**config.mk**
```make
export PLATFORM = sky130hd
export DESIGN_NAME = bin2bcd_display
export DESIGN_NICKNAME = d
export VERILOG_FILES = /design/src/rtl/bin2bcd_display.sv
export SDC_FILE = /design/constraint.sdc
export NUM_CORES = 1
export LEC_CHECK = 0
export BUFFER_PORTS_ARGS = -buffer_cell sky130_fd_sc_hd__buf_2
export CAP_MARGIN = 25
export CORE_MARGIN = 5
export CORE_UTILIZATION = 46
export CTS_CLUSTER_SIZE = 14
export DETAILED_ROUTE_END_ITERATION = 8
export GPL_ROUTABILITY_DRIVEN = 0
export GPL_TIMING_DRIVEN = 0
export PLACE_DENSITY = 0.73
export SETUP_SLACK_MARGIN = 0.4
export SYNTH_ARGS = -nofsm -noshare
export SYNTH_HDL_FRONTEND = slang
export SYNTH_SLANG_ARGS = --single-unit
export TNS_END_PERCENT = 100
```
**constraint.sdc**
```tcl
create_clock -name clk -period 4.7 [get_ports clk]
set_input_delay 0.94 -clock clk [delete_from_list [all_inputs] [get_ports clk]]
set_output_delay 0.94 -clock clk [all_outputs]
set_load 0.05 [all_outputs]
```
**src/rtl/bin2bcd_display.sv**
```systemverilog
// bin2bcd_display: sequential 16-bit binary to 4-digit packed BCD converter.
// Uses shift-add-3 (double dabble), one bit per clock, and saturates values
// above 9999 to 9999 with ovf set. Outputs only change on completion, so the
// downstream seven-segment scanner never sees partial results.
module bin2bcd_display #(
  parameter bit AUTO = 1'b1  // 1: reconvert whenever bin_in differs from last converted value
) (
  input  logic        clk,
  input  logic        reset,
  input  logic [15:0] bin_in,
  input  logic        load,
  output logic        busy,
  output logic        done,
  output logic [15:0] bcd_out,
  output logic        ovf
);

  typedef enum logic [1:0] {
    IDLE   = 2'd0,
    CONV   = 2'd1,
    FINISH = 2'd2
  } state_t;

  state_t      state_q, state_d;
  logic [15:0] shreg_q, shreg_d;
  logic [15:0] last_val_q, last_val_d;
  logic [19:0] scratch_q, scratch_d;
  logic [4:0]  cnt_q, cnt_d;
  logic        pending_q, pending_d;
  logic        busy_q, busy_d;
  logic        done_q, done_d;
  logic [15:0] bcd_q, bcd_d;
  logic        ovf_q, ovf_d;

  logic [15:0] scratch_adj;
  logic        start;

  // Add-3 correction on the four low BCD nibbles. The fifth (overflow) nibble
  // can hold at most 3 before the final shift of a 16-bit input, so it never
  // needs correcting and is passed straight through.
  genvar gi;
  generate
    for (gi = 0; gi < 4; gi++) begin : g_adj
      assign scratch_adj[gi*4 +: 4] = (scratch_q[gi*4 +: 4] >= 4'd5)
                                      ? scratch_q[gi*4 +: 4] + 4'd3
                                      : scratch_q[gi*4 +: 4];
    end
  endgenerate

  // A conversion starts on an explicit request, a remembered request, or
  // (in auto mode) when the input no longer matches the last converted value.
  assign start = load | pending_q | (AUTO && (bin_in != last_val_q));

  // Next-state and datapath control; everything holds unless a state acts on it.
  always_comb begin
    state_d    = state_q;
    shreg_d    = shreg_q;
    last_val_d = last_val_q;
    scratch_d  = scratch_q;
    cnt_d      = cnt_q;
    pending_d  = pending_q;
    busy_d     = busy_q;
    done_d     = 1'b0;
    bcd_d      = bcd_q;
    ovf_d      = ovf_q;

    case (state_q)
      IDLE: begin
        if (start) begin
          shreg_d    = bin_in;
          last_val_d = bin_in;
          scratch_d  = 20'd0;
          cnt_d      = 5'd0;
          pending_d  = 1'b0;
          busy_d     = 1'b1;
          state_d    = CONV;
        end
      end
      CONV: begin
        scratch_d = {scratch_q[18:16], scratch_adj, shreg_q[15]};
        shreg_d   = {shreg_q[14:0], 1'b0};
        cnt_d     = cnt_q + 5'd1;
        if (cnt_q == 5'd15) begin
          state_d = FINISH;
        end
        if (load) begin
          pending_d = 1'b1;
        end
      end
      FINISH: begin
        if (scratch_q[19:16] != 4'd0) begin
          bcd_d = 16'h9999;
          ovf_d = 1'b1;
        end else begin
          bcd_d = scratch_q[15:0];
          ovf_d = 1'b0;
        end
        done_d  = 1'b1;
        busy_d  = 1'b0;
        state_d = IDLE;
        if (load) begin
          pending_d = 1'b1;
        end
      end
      default: begin
        state_d = IDLE;
      end
    endcase
  end

  // State and datapath registers; reset aborts any conversion immediately.
  always_ff @(posedge clk or posedge reset) begin
    if (reset) begin
      state_q    <= IDLE;
      shreg_q    <= 16'd0;
      last_val_q <= 16'd0;
      scratch_q  <= 20'd0;
      cnt_q      <= 5'd0;
      pending_q  <= 1'b0;
      busy_q     <= 1'b0;
      done_q     <= 1'b0;
      bcd_q      <= 16'h0000;
      ovf_q      <= 1'b0;
    end else begin
      state_q    <= state_d;
      shreg_q    <= shreg_d;
      last_val_q <= last_val_d;
      scratch_q  <= scratch_d;
      cnt_q      <= cnt_d;
      pending_q  <= pending_d;
      busy_q     <= busy_d;
      done_q     <= done_d;
      bcd_q      <= bcd_d;
      ovf_q      <= ovf_d;
    end
  end

  assign busy    = busy_q;
  assign done    = done_q;
  assign bcd_out = bcd_q;
  assign ovf     = ovf_q;

endmodule
```
==> results.yml, run 1 <==
logic_synthesis:
  synthDistinctLibCells: 45
  synth_edf_count: 0
  ys_dominant_reg_cell: "dfrtp_1"
  netlist.top_cell.by_area: "dfrtp_1"
  synth_largest_type_area_fraction_pct: 51.96
  syn_nets: 379
  synth_cells: 347
  postSynthAreaPerCell_um2: 10.97
  synth_sequential_area_ratio_pct: 51.96
  synth.ff_latch_count: 79
  yosys_warnings: 0
  synth.top_cells.by_area: "dfrtp_1 52%, o22ai_1 5.4%, ha_1 4.3%"
  synth_async_sr_flop_share_pct: 100.0
  synth.cell_area_um2: 3805
power:
  power_leakage_nw: 1.970
  power.ir.vdd_worst_mv: 0.3630
  report.power.total_mw: 2.948
  ratio_of_total_power_to_cell_area_nw_per_um2: 679.3
clock_network:
  max-clock-path-buffers: 2
  clk_pin_slew_ps: 80
  post_cts_resized: 0
  tritoncts_num_sinks: 79
  post-cts-setup-buffer-count: 0
  cts_made_buffers: 9
  clk-insertion-delay-late_ps: 350
  root_buffer: "clkbuf_8"
  tritoncts: "built"
  holdBufCountCts: 0
  htree_num_levels: 3
route:
  dr_wl_met2_mm: 3.839
  topRoutingLayerUsed: "met4"
  vias_per_cell: 5.526
  drt_pre_antenna_iters: 6
  antenna_violating_nets_post_route: 0
  postRouteWirelength_mm: 8.204
  met3WireLength_um: 531
  wl_per_cell_um: 16.21
  drt_iter0_drc: 165
  drc: 0
  met1_length_mm: 3.713
  routed-via-count: 2796
timing:
  finalMaxSlewViolations: 0
  grt_setup_unrepaired: "false"
  clock_skew_ps: 9.287
  final_critical_path_time_including_i_o_delays_and_setup_ps: 2688
  min_period_over_period_pct: 57.19
  setup_viol_count_final: 0
  slew-limit-headroom_pct: 60.48
  finalSetupTns_ps: 0
  worstMarginPinSlew_ps: 592.8
  finalHoldViolCount: 0
  fmax_mhz: 372.0
  worst_slack_ps: 2012
placed_design:
  dp_worst_setup_slack_ps: 1647
  place_hpwl_mm: 5.772
  port_buffers: 37
  place_area_um2: 4151
cells_and_area:
  post-route-cell-area_um2: 4340
  final_layout_size_suffix_gt1_share_pct: 20.95
  antenna_cells: 0
  area_growth_syn_to_layout_pct: 14.07
  design.final.nets: 428
worst_setup_path:
  worst_ep_required_time_ps: 4930
  worst_setup_path_start_kind: "input port"
  endpoint_kind: "register"
  reg2reg_setup_slack_ps: 2340
  timing.critical_path.fanout_max: 10
  timing_worst_setup_path_type: "input port to register"
  critical_path_arrival_ps: 2920
floorplanning:
  cell_row_count: 33
  core_box_area_um2: 8134
  die_h_um: 100.9
  top_level_ports: 38
  floorplan.die_area_um2: 10190
  starting_density_of_the_core_pct: 46.78
  chipWidth_um: 100.9
run:
  max-cap-violations: 0
worst_hold_path:
  timing.hold.worst.class: "input port to asynchronous set/reset pin"
global_routing:
  first_pass_grt_wire_length_mm: 13.81
  largest_net_degree_at_the_start_of_global_routing: 71
  grt_pass1_vias: 2850
  grt_antenna_before_repair: 0
  grt_use_total_pct: 17.22
  grt.overflow.total: 0
outcome:
  run_status: "finished, final reports clean"
## cells by family (layout without fill, tap and decap cells)
group / after synthesis / count (layout) / synth area share (%)
AND/OR/NAND/NOR: 57 / 57 / 8.024
AO/OA/AOI/OAI: 121 / 121 / 20.98
XOR/XNOR: 19 / 19 / 4.374
buffers and inverters: 44 / 98 / 5.459
flip-flops: 79 / 79 / 51.96
adder cells (fa/ha/maj): 13 / 13 / 4.275
multiplexers: 14 / 14 / 4.933
## metal layers
metal	up-vias	GRT usage (%)
met2	78	27.14
met1	1344	23.11
met4	0	5.726
met5	-	0
li1	1363	-
met3	11	4.567
## cell type report
type                    instances  area, um2
fillers                       711       3794
plain buffers                  17      106.4
inverters                      27      103.9
repair buffers                 38      212.7
multi-input cells             224       1620
well taps                     105      131.4
clock buffers                  10      127.6
flip-flops and latches         79       1977
clock inverters                 6      61.31
## where the power goes
part	internal (mW)	total, mW	switching [mW]
Combinational	0.548	1.31	0.757
Sequential	0.943	1.15	0.207
Clock	0.244	0.493	0.249
## synthesized netlist by cell type (3+ instances only)
master and count:
a21oi_1 28, a22o_1 13, a31oi_1 4, and3_1 4
buf_2 4, buf_6 4, clkbuf_1 7, dfrtp_1 79
ha_1 13, inv_1 27, mux2_2 6, mux2_4 8
nand2_1 13, nand2b_1 5, nand3_1 3, nor2_1 14
nor3_1 3, nor3b_1 6, o21ai_0 19, o22a_1 4
o22ai_1 33, o2bb2ai_1 7, xnor2_1 9, xor2_1 10
## cell usage in the layout (no fill, tap or decap), drive strengths merged, types with 2 or more instances in the layout
cell type,count
dfrtp,79
buf,48
o22ai,33
a21oi,29
inv,27
o21ai,20
clkbuf,17
nor2,14
mux2,14
nand2,13
a22o,13
ha,13
xor2,10
xnor2,9
o2bb2ai,7
nor3b,6
nand2b,5
and3,4
o22a,4
a31oi,4
clkinv,4
nand3,3
nor3,3
nand4,2
a21o,2
o31ai,2
and4,2
## registers in the layout (all words and copies together) (netlist names)
name,flops
scratch_q,20
bcd_out,16
last_val_q,16
shreg_q,16
cnt_q,5
state_q,2
busy,1
done,1
ovf,1
pending_q,1
## per-stage QoR
stage	hold slack (ps)	util, %	instances
after floorplan	456.1	-	347
final	477.3	53.36	506
after global placement	467.6	50.67	489
after detailed placement	479.0	51.04	490
after global routing	468.1	53.36	506
after CTS	466.6	53.36	506
## critical path, cell delays in order
cell and delay [ps]:
buf_2 120, xor2_1 170, nor4_1 410, nand4_1 270, o31ai_4 440, buf_6 250
mux2_4 310
## final timing paths
path	startpoint	endpoint	cells after the start
min in group clk	cnt_q[4]	cnt_q[4]	1
min	reset	scratch_q[5]	2
min reg2reg	cnt_q[4]	cnt_q[4]	1
max in group asynchronous	reset	state_q[1]	3
max	bin_in[3]	last_val_q[15]	7
max reg2reg	last_val_q[3]	last_val_q[15]	6
Power figures use the tool's default switching activity.
==> inputs of run 2 (changes only) <==
--- a/config.mk
+++ b/config.mk
@@ -13,7 +13,7 @@
 export DETAILED_ROUTE_END_ITERATION = 8
 export GPL_ROUTABILITY_DRIVEN = 0
 export GPL_TIMING_DRIVEN = 0
-export PLACE_DENSITY = 0.73
+export PLACE_DENSITY = 0.75
 export SETUP_SLACK_MARGIN = 0.4
 export SYNTH_ARGS = -nofsm -noshare
 export SYNTH_HDL_FRONTEND = slang
==> constraint.sdc (replaced) <==
create_clock -name clk -period 2.45 [get_ports clk]
set_input_delay 0.49 -clock clk [delete_from_list [all_inputs] [get_ports clk]]
set_output_delay 0.49 -clock clk [all_outputs]
set_load 0.05 [all_outputs]
==> run 2 against run 1 <==
Net effect:
- setup slack worse by 1700 ps
- via count is 5.7% higher
- critical path type is now register to register
- flip-flop and latch count stayed put
==> results.yml, run 2 (synthesis gave the netlist of run 1 again) <==
floorplanning:
  core_box_area_um2: 8134
  die_h_um: 100.9
  top_level_ports: 38
  chipWidth_um: 100.9
  starting_density_of_the_core_pct: 46.78
  floorplan.die_area_um2: 10190
  cell_row_count: 33
power:
  ratio_of_total_power_to_cell_area_nw_per_um2: 1305
  total_switching_power_mw: 2.519
  seq_power_share_pct: 37.6
  share_comb_of_total_power_pct: 48.2
  clock_network_fraction_of_design_power_pct: 14.2
  power.ir.vdd_worst_mv: 0.7969
  internal_power_mw: 3.433
  report.power.total_mw: 5.952
  power_leakage_nw: 2.062
  netSwitchingFraction_pct: 42.32
run:
  max-cap-violations: 0
timing:
  worstMarginPinSlew_ps: 723.5
  finalHoldViolCount: 0
  grt_setup_unrepaired: "true"
  final_critical_path_time_including_i_o_delays_and_setup_ps: 2183
  clock_skew_ps: 10.09
  setup_viol_count_final: 0
  fmax_mhz: 458.2
  min_period_over_period_pct: 89.09
  finalMaxSlewViolations: 0
  slew-limit-headroom_pct: 51.77
  finalSetupTns_ps: 0
global_routing:
  largest_net_degree_at_the_start_of_global_routing: 36
  grtUsageMet3_pct: 4.152
  grtUsageMet1_pct: 24.88
  grt_antenna_before_repair: 0
  grt_pass1_vias: 2940
  met2_usage_pct: 29.67
  first_pass_grt_wire_length_mm: 14.66
  grt.overflow.total: 0
  gr-max-usage-layer: "met2"
  grt_use_total_pct: 18.17
worst_setup_path:
  cp_cell_sequence: "a211oi_1 -> nand3b_1 -> o31ai_4 -> buf_6 -> mux2_4"
  cpLargestDelayFamily: "compound AO/OA/AOI/OAI gates"
  critical_path_arrival_ps: 2420
  worst_setup_path_start_kind: "register"
  worst_ep_required_time_ps: 2680
  crit_path_top_delay_cell: "o31ai_4"
  timing_worst_setup_path_type: "register to register"
  max_stage_delay_ps: 460
  timing.critical_path.fanout_max: 5
  endpoint_kind: "register"
  cp.buffers_inverters: 1
clock_network:
  clk-insertion-delay-late_ps: 350
  holdBufCountCts: 0
  cts_made_buffers: 9
  htree_num_levels: 3
  clk_pin_slew_ps: 80
  tritoncts: "built"
  max-clock-path-buffers: 2
  tritoncts_num_sinks: 79
  root_buffer: "clkbuf_8"
route:
  drt_iter0_drc: 118
  routed-via-count: 2954
  vias_per_cell: 5.736
  wl_per_cell_um: 17.14
  drc: 0
  postRouteWirelength_mm: 8.828
  drt_pre_antenna_iters: 5
  antenna_violating_nets_post_route: 0
cells_and_area:
  max_flop_register: "scratch_q"
  design.final.nets: 437
  final_layout_size_suffix_gt1_share_pct: 28.78
  area_growth_syn_to_layout_pct: 19.86
  mostFrequentLayoutCells: "79 x dfrtp_1, 41 x buf_2, 26 x inv_1"
  largest_register_ffs: 20
  final_cell_count_no_fill: 515
  mostFrequentLayoutCell: "dfrtp_1"
  antenna_cells: 0
outcome:
  run_status: "finished, final reports clean"
placed_design:
  place_hpwl_mm: 5.876
  place.detailed.instances: 491
  port_buffers: 37
worst_hold_path:
  timing.hold.worst.class: "input port to asynchronous set/reset pin"
run 2: metal layers:
metal | vias to the layer above | share of wire [%]
met5 | - | 0
li1 | 1383 | -
met1 | 1465 | 44
met2 | 101 | 49
met3 | 5 | 5.8
met4 | 0 | 0.51
run 2: final timing paths:
path | start | cells after the start | to | slack [ps]
max in group asynchronous | reset | 3 | state_q[1] | 1870
min in group clk | bin_in[9] | 2 | last_val_q[9] | 420
worst max register to register | last_val_q[11] | 5 | last_val_q[9] | 270
worst min-delay path | reset | 2 | bcd_out[2] | 110
worst min register to register | cnt_q[4] | 1 | cnt_q[4] | 500
worst max-delay path | last_val_q[11] | 5 | last_val_q[9] | 270
run 2: power by group through the flow:
stage	clock network, mW	logic (mW)	registers [mW]
3_5_place_dp	0	2.50	2.22
3_3_place_gp	0	2.43	2.20
5_1_grt	0.917	3.12	2.30
4_1_cts	0.856	2.71	2.22
2_1_floorplan	0	1.67	2.45
6_report	0.845	2.87	2.24
run 2: what timing repair did:
| item | in CTS | in global routing |
|---|---|---|
| pin swaps | 26 | 6 |
| buffers inserted | 3 | 2 |
| cloned | 3 | 0 |
| gates resized for setup | 25 | 23 |
| setup endpoints to repair | 55 | 56 |
run 2: area by class of cell:
type                            instances  area, um2
Clock buffer                           11      131.4
Fill cell                             687       3573
Inverter                               27      105.1
Tap cell                              105      131.4
Clock inverter                          5      35.03
Buffer                                 17      128.9
Timing Repair Buffer                   47      304.0
Multi-Input combinational cell        224       1748
Sequential cell                        79       1977
run 2: stage by stage:
stage	worst slack [ps]	hold slack (ps)	utilization, %	area [um2]
2_1_floorplan	352.4	456.1	-	3809
3_3_place_gp	-114.3	467.9	50.72	4125
3_5_place_dp	-146.6	473.9	51.21	4165
4_1_cts	302.7	104.0	55.10	4482
5_1_grt	203.3	120.0	56.07	4561
6_report	267.4	108.3	56.07	4561
==> inputs of run 3 (changes only) <==
--- a/config.mk
+++ b/config.mk
@@ -14,7 +14,6 @@
 export GPL_ROUTABILITY_DRIVEN = 0
 export GPL_TIMING_DRIVEN = 0
 export PLACE_DENSITY = 0.75
-export SETUP_SLACK_MARGIN = 0.4
 export SYNTH_ARGS = -nofsm -noshare
 export SYNTH_HDL_FRONTEND = slang
 export SYNTH_SLANG_ARGS = --single-unit
==> run 3 against run 2 <==
Net effect:
- critical endpoint is now last_val_q[12]
- core utilization fell by 2.8 points
- critical path depth rose by 1
- combinational power shrank 12%
- clock power increased by 1%
- maximum frequency shrank 8.2%
- routed wire length decreased by 6.4%
- register-to-register slack got worse by 190 ps
- clock-buffer cell count unchanged
- first-iteration DRC count rose by 6.8%
- sequential power about the same
==> results.yml, run 3 (synthesis gave the netlist of run 1 again) <==
global_routing:
  first_pass_grt_wire_length_mm: 14.03
  grtUsageMet3_pct: 4.291
  grt_antenna_before_repair: 0
  grt.overflow.total: 0
  grtUsageMet1_pct: 24.21
  grt_use_total_pct: 17.32
  gr-max-usage-layer: "met2"
  largest_net_degree_at_the_start_of_global_routing: 36
  grt_pass1_vias: 2829
  met2_usage_pct: 27.39
route:
  drc: 0
  wl_per_cell_um: 16.29
  postRouteWirelength_mm: 8.259
  drt_pre_antenna_iters: 5
  antenna_violating_nets_post_route: 0
  routed-via-count: 2841
  vias_per_cell: 5.604
  drt_iter0_drc: 126
timing:
  finalHoldViolCount: 0
  final_critical_path_time_including_i_o_delays_and_setup_ps: 2377
  slew-limit-headroom_pct: 57.90
  clock_skew_ps: 12.14
  fmax_mhz: 420.7
  finalSetupTns_ps: 0
  finalMaxSlewViolations: 0
  setup_viol_count_final: 0
  grt_setup_unrepaired: "false"
  worst_slack_ps: 72.98
  worstMarginPinSlew_ps: 631.6
  min_period_over_period_pct: 97.02
floorplanning:
  cell_row_count: 33
  chipWidth_um: 100.9
  starting_density_of_the_core_pct: 46.78
  top_level_ports: 38
  die_h_um: 100.9
  floorplan.die_area_um2: 10190
  core_box_area_um2: 8134
run:
  max-cap-violations: 0
power:
  power_leakage_nw: 1.959
  ratio_of_total_power_to_cell_area_nw_per_um2: 1288
  power.ir.vdd_worst_mv: 0.8179
clock_network:
  holdBufCountCts: 0
  clk_pin_slew_ps: 80
  clk-insertion-delay-late_ps: 360
  root_buffer: "clkbuf_8"
  cts_made_buffers: 9
  tritoncts: "built"
  post-cts-setup-buffer-count: 0
  post_cts_resized: 0
  htree_num_levels: 3
  max-clock-path-buffers: 2
  tritoncts_num_sinks: 79
outcome:
  run_status: "finished, final reports clean"
worst_setup_path:
  timing_worst_setup_path_type: "register to register"
  cp_cell_sequence: "xor2_1 -> nor4_1 -> nand4_1 -> o31ai_4 -> buf_6 -> mux2_4"
  endpoint_kind: "register"
  worstReg2RegEnd: "last_val_q[12]"
  regToRegStartpoint: "last_val_q[3]"
  timing.reg2reg.worst_path_depth: 6
  critical_path_arrival_ps: 2620
  max_stage_delay_ps: 460
  timing.critical_path.fanout_max: 10
  worst_setup_path_start_kind: "register"
  crit_path_top_delay_cell: "o31ai_4"
  worst_ep_required_time_ps: 2690
  reg2reg_setup_slack_ps: 70
placed_design:
  dp_worst_setup_slack_ps: -146.6
  place_hpwl_mm: 5.876
  port_buffers: 37
cells_and_area:
  antenna_cells: 0
  max_flop_register: "scratch_q"
  final_layout_size_suffix_gt1_share_pct: 20.90
  area_growth_syn_to_layout_pct: 13.84
  mostFrequentLayoutCells: "79 x dfrtp_1, 41 x buf_2, 33 x o22ai_1"
  largest_register_ffs: 20
  design.final.nets: 429
  mostFrequentLayoutCell: "dfrtp_1"
  fillers: 713
worst_hold_path:
  timing.hold.worst.class: "input port to asynchronous set/reset pin"
==> run 3: critical path, delay by kind of cell, from the launching register on <==
family	cells	cell delay (ps)
xor gates and xnor gates	1	170
and+or+nand+nor	2	680
muxes	1	310
DFF	1	400
buffers and inverters	1	250
AOI/OAI and AO/OA	1	460
==> run 3: per-stage QoR <==
step                std cells  area, um2  power [mW]  hold WS, ps  utilization, %
floorplan                 347       3809       4.127        456.1               -
global placement          489       4125       4.631        467.9           50.72
detailed placement        491       4165       4.729        473.9           51.21
CTS                       507       4332       5.582        104.0           53.25
global route              507       4332       5.974        119.8           53.25
finish                    507       4332       5.581        98.28           53.25
==> run 3: area by class of cell <==
class                           count  area (um2)  area share (%)
Tap cell                          105       131.4           3.033
Sequential cell                    79        1977           45.64
Inverter                           27       105.1           2.426
Buffer                             17       106.4           2.455
Multi-Input combinational cell    224        1620           37.41
Clock inverter                      5       35.03          0.8088
Timing Repair Buffer               39       225.2           5.199
Clock buffer                       11       131.4           3.033
==> run 3: worst max path at each step <==
stage	start	endpoint	slack (ps)	cells after the start
4_1_cts	last_val_q[3]	last_val_q[9]	100	6
5_1_grt	last_val_q[3]	last_val_q[13]	20	6
6_report	last_val_q[3]	last_val_q[12]	70	6
3_5_place_dp	bin_in[3]	last_val_q[15]	-150	7
2_1_floorplan	bin_in[3]	last_val_q[12]	350	6
3_3_place_gp	bin_in[3]	last_val_q[7]	-110	7
==> run 3: per-layer routing <==
layer	vias to the layer above	wire length, um
li1	1370	-
met1	1391	3906
met2	76	3856
met3	4	443
met4	0	53
met5	-	0
==> run 3: report_power, final <==
group | internal (mW) | switching (mW)
Clock | 0.369 | 0.489
Sequential | 1.81 | 0.399
Combinational | 1.05 | 1.46
Total | 3.23 | 2.35
